**src/rtl/gray_pkg.sv**
```systemverilog
// Shared Gray-code helpers: width-generic conversions on a 32-bit word
// (narrower values are zero-extended) and the max-count constant.
package gray_pkg;

    localparam int unsigned MAX_WIDTH = 32;

    typedef logic [MAX_WIDTH-1:0] word_t;

    // All-ones value for a counter of the given width (1..MAX_WIDTH).
    function automatic word_t max_count(input int unsigned width);
        return {MAX_WIDTH{1'b1}} >> (MAX_WIDTH - width);
    endfunction

    function automatic word_t bin2gray(input word_t b);
        return b ^ (b >> 1);
    endfunction

    // Leading zeros of a zero-extended code leave the prefix chain untouched.
    function automatic word_t gray2bin(input word_t g);
        word_t b;
        b = '0;
        b[MAX_WIDTH-1] = g[MAX_WIDTH-1];
        for (int i = int'(MAX_WIDTH) - 2; i >= 0; i--) begin
            b[i] = b[i+1] ^ g[i];
        end
        return b;
    endfunction

endpackage

```
**src/rtl/gray2bin.sv**
```systemverilog
// Combinational Gray-to-binary converter: XOR prefix chain from the MSB down.
module gray2bin #(
    parameter int unsigned WIDTH = 4
) (
    input  logic [WIDTH-1:0] gray,
    output logic [WIDTH-1:0] bin
);

    always_comb begin
        bin = '0;
        bin[WIDTH-1] = gray[WIDTH-1];
        for (int i = int'(WIDTH) - 2; i >= 0; i--) begin
            bin[i] = bin[i+1] ^ gray[i];
        end
    end

endmodule

```
**src/rtl/gray_counter_param.sv**
```systemverilog
// Up/down Gray counter with wrap/saturate modes, Gray-coded load and
// registered Gray and binary outputs.
module gray_counter_param #(
    parameter int unsigned WIDTH = 4
) (
    input  logic             clk,
    input  logic             rst,
    input  logic             en,
    input  logic             up,
    input  logic             sat,
    input  logic             load,
    input  logic [WIDTH-1:0] load_val,
    output logic [WIDTH-1:0] gray,
    output logic [WIDTH-1:0] bin,
    output logic             tc,
    output logic             wrap
);

    localparam logic [WIDTH-1:0] B_MAX = WIDTH'(gray_pkg::max_count(WIDTH));

    logic [WIDTH-1:0] b;
    logic [WIDTH-1:0] b_next;
    logic [WIDTH-1:0] gray_next;
    logic [WIDTH-1:0] load_bin;
    logic             wrap_next;
    logic             at_max;
    logic             at_zero;

    gray2bin #(.WIDTH(WIDTH)) u_load_g2b (
        .gray (load_val),
        .bin  (load_bin)
    );

    assign at_max  = (b == B_MAX);
    assign at_zero = (b == '0);

    // Next count: load beats enable; end-of-range either wraps (pulsing wrap) or holds.
    always_comb begin
        b_next    = b;
        wrap_next = 1'b0;
        if (load) begin
            b_next = load_bin;
        end else if (en) begin
            if (up) begin
                if (!at_max) begin
                    b_next = b + WIDTH'(1);
                end else if (!sat) begin
                    b_next    = '0;
                    wrap_next = 1'b1;
                end
            end else begin
                if (!at_zero) begin
                    b_next = b - WIDTH'(1);
                end else if (!sat) begin
                    b_next    = B_MAX;
                    wrap_next = 1'b1;
                end
            end
        end
        gray_next = WIDTH'(gray_pkg::bin2gray(32'(b_next)));
    end

    always_ff @(posedge clk or posedge rst) begin
        if (rst) begin
            b    <= '0;
            gray <= '0;
            wrap <= 1'b0;
        end else begin
            b    <= b_next;
            gray <= gray_next;
            wrap <= wrap_next;
        end
    end

    assign bin = b;
    assign tc  = up ? at_max : at_zero;

endmodule

```
**config.mk**
```make
export PLATFORM = sky130hd
export DESIGN_NAME = gray_counter_param
export DESIGN_NICKNAME = d
export VERILOG_FILES = /design/src/rtl/gray_pkg.sv /design/src/rtl/gray2bin.sv /design/src/rtl/gray_counter_param.sv
export SDC_FILE = /design/constraint.sdc
export NUM_CORES = 1
export LEC_CHECK = 0
export BUFFER_PORTS_ARGS = -buffer_cell sky130_fd_sc_hd__buf_4
export CORE_MARGIN = 1
export CORE_UTILIZATION = 40
export CTS_CLUSTER_DIAMETER = 60
export CTS_CLUSTER_SIZE = 30
export DETAILED_ROUTE_END_ITERATION = 8
export SYNTH_ARGS = -nofsm -noshare
export SYNTH_HDL_FRONTEND = slang
export SYNTH_SLANG_ARGS = --single-unit
```
**constraint.sdc**
```tcl
create_clock -name clk -period 1.9 [get_ports clk]
set_input_delay 0.19 -clock clk [delete_from_list [all_inputs] [get_ports clk]]
set_output_delay 0.19 -clock clk [all_outputs]
set_load 0.005 [all_outputs]
```
======== Yosys cells after proc, flatten, opt, wreduce, memory -nomap -nowiden ========
Index checks and enable logic that the tools add are counted.
cells by class
  $add $sub $neg .......................... 2
  eq/ne operators ......................... 1
  multiplexer cells ....................... 14
  bitwise logic cells ..................... 4
  reductions and logical operators ........ 1
operators by type and width
  cell                 count
  $mux 4               7
  $mux 1               7
  $add 4x1->4 const B  1
  $eq 4x4->1 const B   1
  $logic_not 4->1      1
  $sub 4x1->4 const B  1
  $xor 4x3->4          1
  $xor 1x1->1          3
word-level totals
  register bits ........................... 9
  input bits .............................. 10
  word-level logic and storage cells ...... 25

======== Depth between registers and ports, before layout ========
  depth in word-level cells ............... 6
  gate-level depth with buffers ........... 7
  mapped depth without buffers ............ 7

======== Hierarchy ========
A second synthesis with hierarchy kept.
second synthesis, totals
  cells, all modules ...................... 74
  area total of the unflattened synthesis .. 689.4 µm²
by module, submodules not included
  module              instances  cells each  area an instance (µm²)
  gray_counter_param  1          69          639.4
  gray2bin            1          5           50.0

======== Worst setup path before layout ========
OpenSTA, ideal clock, no wires.
  path kind ............................... register to register
  from .................................... reg b[1], in the netlist bin[1]
  to ...................................... reg gray[0]
  setup time .............................. 0.079 ns
  arrival time ............................ 1.709 ns
  required time ........................... 1.821 ns
  slack ................................... 0.112 ns
  stages on the path, launching flop included .. 8
  cells stage by stage .................... dfrtp_1 > inv_1 > ha_1 > or3b_1 > a311oi_2 > o21ai_2 > o21ai_4 > xor2_1
between the ends
  longest elaborated chain between the ends .. 6
  elaborated cells on any way between the ends .. 12
  those cells by class .................... add/sub (2); eq/ne (1); mux (7); bitwise (1); reduce/logical (1)
ends and longest elaborated chain
  item                                       line                                                RTL
  from (decl)                                gray_counter_param.sv:21                            logic [WIDTH-1:0] b;
  from (signal assigned)                     gray_counter_param.sv:69                            b <= b_next;
  $sub 4x1->4, or another cell as far along  gray_counter_param.sv:53                            b_next = b - WIDTH'(1);
  $mux 4, on equally long branches           gray_counter_param.sv:52, gray_counter_param.sv:45
  $mux 4                                     gray_counter_param.sv:44                            if (up) begin
  $mux 4 *                                   gray_counter_param.sv:43                            end else if (en) begin
  $mux 4 *                                   gray_counter_param.sv:41                            if (load) begin
  via b_next[1]                              gray_counter_param.sv:22                            logic [WIDTH-1:0] b_next;
  $xor 4x3->4 *                              gray_pkg.sv:15                                      return b ^ (b >> 1);
  via gray_next[0]                           gray_counter_param.sv:23                            logic [WIDTH-1:0] gray_next;
  to (signal assigned)                       gray_counter_param.sv:70                            gray <= gray_next;
  to (decl)                                  gray_counter_param.sv:13                            output logic [WIDTH-1:0] gray,
Mark *: on every way through the listed nets, which the timed path passes. The rest lies on a longest branch.

======== Worst setup path in the final report ========
  from .................................... reg b[0], in the netlist bin[0]
  to ...................................... reg gray[0]
between the ends
  longest elaborated chain between the ends .. 6
  elaborated cells on any way between the ends .. 12
  those cells by class .................... add/sub (2); eq/ne (1); mux (7); bitwise (1); reduce/logical (1)
ends and longest elaborated chain
  item                                       line
  $sub 4x1->4, or another cell as far along  gray_counter_param.sv:53
  $mux 4, on equally long branches           gray_counter_param.sv:52, gray_counter_param.sv:45
  $mux 4 *                                   gray_counter_param.sv:44
  $mux 4 *                                   gray_counter_param.sv:43
  $mux 4 *                                   gray_counter_param.sv:41
  via b_next[1]                              gray_counter_param.sv:22
  $xor 4x3->4 *                              gray_pkg.sv:15
  via gray_next[0]                           gray_counter_param.sv:23
Marks and branches as above.

==> impl_results.md <==
- Status: complete, no violations
- DRT Pass-1 Iters: 4
- Hold Fails Final Rpt: 0
- Commonest cells post-synth: 8 x dfrtp_1, 7 x nor2_1, 6 x inv_1
- R2r setup slk: about 94 ps
- Synthesized instance count: 76
- Hold Path Class: in -> reg
- Library cells used by synthesis: 36
- Drt first-iter violations: 14
- Antenna violations before repair: 0
- Wire per inst: between 10 and 15 um
- Post-route ant nets: 0
- Clock Skews: 7.397 ps
- Avg Vias per Cell: 5.198
- Synth top area share: between 30% and 40%
- Peak supply drop: around 450 uV
- Final period utilization: between 90% and 100%
- Clk Latency, worst-skew pair: 260 ps
- Die Wd: 42.37 um
- Largest net degree at the start of global routing: 14
- Vias in the first global route: roughly 570
- CTS tree: yes
- Crit path cell chain: inv_2, ha_4, or3b_4, a311oi_2, o21ai_2, o21ai_4, xor2_1
- Endpoint, Worst Hold: bin[0]
- Number of flops mapped to enable cells by yosys: 0
- LEAKAGE: 0.4056 nW
- Unrepaired setup endpoints after global routing: false
- Relative slew margins: 77.94%
- DRC viols: 0
- WHS Path Cells: 2
- Most common flop cell mapped by yosys: dfrtp_1
- Root Buffer: clkbuf_4
- Number of synthesis warnings: 0
- IO Pins: 20
- DRT Wirelength: around 1500 um
- Share of layout cells above drive strength 1: 41.00%
- Clock Pin Slew Worst Setup and Hold Paths: 50 ps
- Final setup viols: 0
- Worst Setup Start Kind: flip-flop
- H-tree depth: 1
- Grt ovf: 0
- Most frequent cell after synthesis: dfrtp_1
- Critical-path maximum fanout: 5
- Filler cells: 146
- Row cnt: 14
- Sequential area share after synthesis: 30.71%
- Critical path endpoint category: flip-flop
- PwrDens: 819.6 nW/um2
- Clk buf depth: 2
- Number of diodes: 0
- Worst-Margin Slew: approximately 330 ps
- Critical Setup Path Class: reg -> reg
- Nets: 114
- Starting Density: 43.27%
- Max cap viols: 0
- Critical Path Max Stage Delay: 420 ps
- #FFs+latches synth: 8
- Post-Route Utilization: 58.97%
- Slew Viols, Final: 0
- GPL Wtd Cong: slightly below 0.8
- Critical path arrival: between 1500 and 2000 ps
- Placed cell area: 819.5 um2
- Die ar.: ~1800 um2
- Clock sinks: 8
- Largest cells by area after synthesis: dfrtp_1 31%, xnor2_1 6.7%, nor2_1 4.0%
- Core Area: 1506 um2
- Register area: approximately 200 um2
- Crit path time final: 1806 ps
- Syn Std Cell Area: 651.9 um2
- I/O Buffers: 19
- CTS Buf Count: 3
- Slowest cell on crit path: dfrtp_1
- Fmax: 553.8 MHz
- Synthesized Nets: 88
- Die Ht: about 42 um
- Fin Hold WS: ~250 ps
- Cell taking the most area after synthesis: dfrtp_1
- Via count: 603
- Final instance area: slightly below 900 um2
- R2r startpoint: bin[0]
- Multi-input combinational cell area: 424.2 um2
- Area delta synth->final: 36.28%
- Total GRT Usage: between 10% and 20%
- Critical R2R Capture: gray[0]
- Placed wire-length estimate: approximately 1200 um
- Mapped Avg Cell Area: 8.577 um2
- Critical Path RT: 2070 ps
- Asr flop ratio synth: 100.0%
- Start point of the worst hold path: load
- FF-to-FF path depth: 7
- Global-route wire length before repair: 2601 um
==> report_power, final <==
part | internal [mW] | total, mW | switching (mW)
registers | 0.209 | 0.243 | 0.0337
logic | 0.201 | 0.356 | 0.155
clock network | 0.0722 | 0.129 | 0.0571
total | 0.482 | 0.728 | 0.246
==> worst max path at each step <==
stage	from	end	slack, ps
5_1_grt	bin[0]	gray[0]	10
2_1_floorplan	bin[1]	gray[0]	110
3_5_place_dp	bin[0]	gray[0]	-5
6_report	bin[0]	gray[0]	90
3_3_place_gp	bin[0]	gray[0]	50
4_1_cts	bin[0]	gray[0]	0.8
==> through the flow <==
stage               total power, mW  setup TNS (ps)  setup WS, ps  cells
detailed placement           0.5690          -5.117        -5.117    110
finish                       0.7281               0         94.19    116
global placement             0.5669               0         48.32    110
CTS                          0.7120               0        0.7772    115
global route                 0.7901               0         10.24    116
floorplan                    0.4351               0         111.5     76
==> cell type report <==
type	instances	area share, %
inverter	6	2.535
sequential	8	22.68
tap	16	2.254
clock buffer	3	2.535
timing repair buffer	26	22.25
multi-input combinational	57	47.75
==> critical path, delay by kind of cell, from the launching register on <==
kind / cells / cell delay [ps]
AOI/OAI and AO/OA: 3 / 530
DFF: 1 / 420
and+or+nand+nor: 1 / 380
xor gates and xnor gates: 1 / 160
adders and majority gates: 1 / 140
buffers and inverters: 1 / 100
==> cell usage in the layout, fill, tap and decap left out, types with 2 or more instances in the layout <==
cell and instances:
a21oi_1 4, nor2b_1 4, inv_2 2, clkbuf_4 3
nor2_1 7, o21ai_0 2, nand2b_1 4, xnor2_1 5
nand2_1 5, inv_1 4, buf_4 25, dfrtp_1 7
o211ai_1 3
==> metal layers <==
layer  vias to the layer above  global-route usage, %  part of all wire, %
met1                       271                  24.93                   46
met4                         0                  3.125                    0
li1                        310                      -                    -
met5                         -                      0                    0
met3                         0                  9.052                  4.8
met2                        22                  31.08                   49
==> registers in the layout, indices dropped and copies added, names as in the netlist <==
signal,count
gray,3
bin,4
wrap,1
==> cells by family (layout without fill, tap and decap cells) <==
logic type	after synthesis	after routing	synth area share, %
compound gates	19	19	23.61
xor+xnor	6	6	8.061
fa+ha+maj	2	2	3.838
buf+inv	11	35	7.293
flops	8	8	30.71
simple gates	30	30	26.49
==> timing repair <==
action	in CTS	in global routing
pin swaps	0	2
setup buffers	1	1
endpoints found under the hold margin	8	0
hold buffers	1	0
endpoints found under the setup margin	1	4
gates resized for setup	1	7
(Power assumes the default switching activity.)
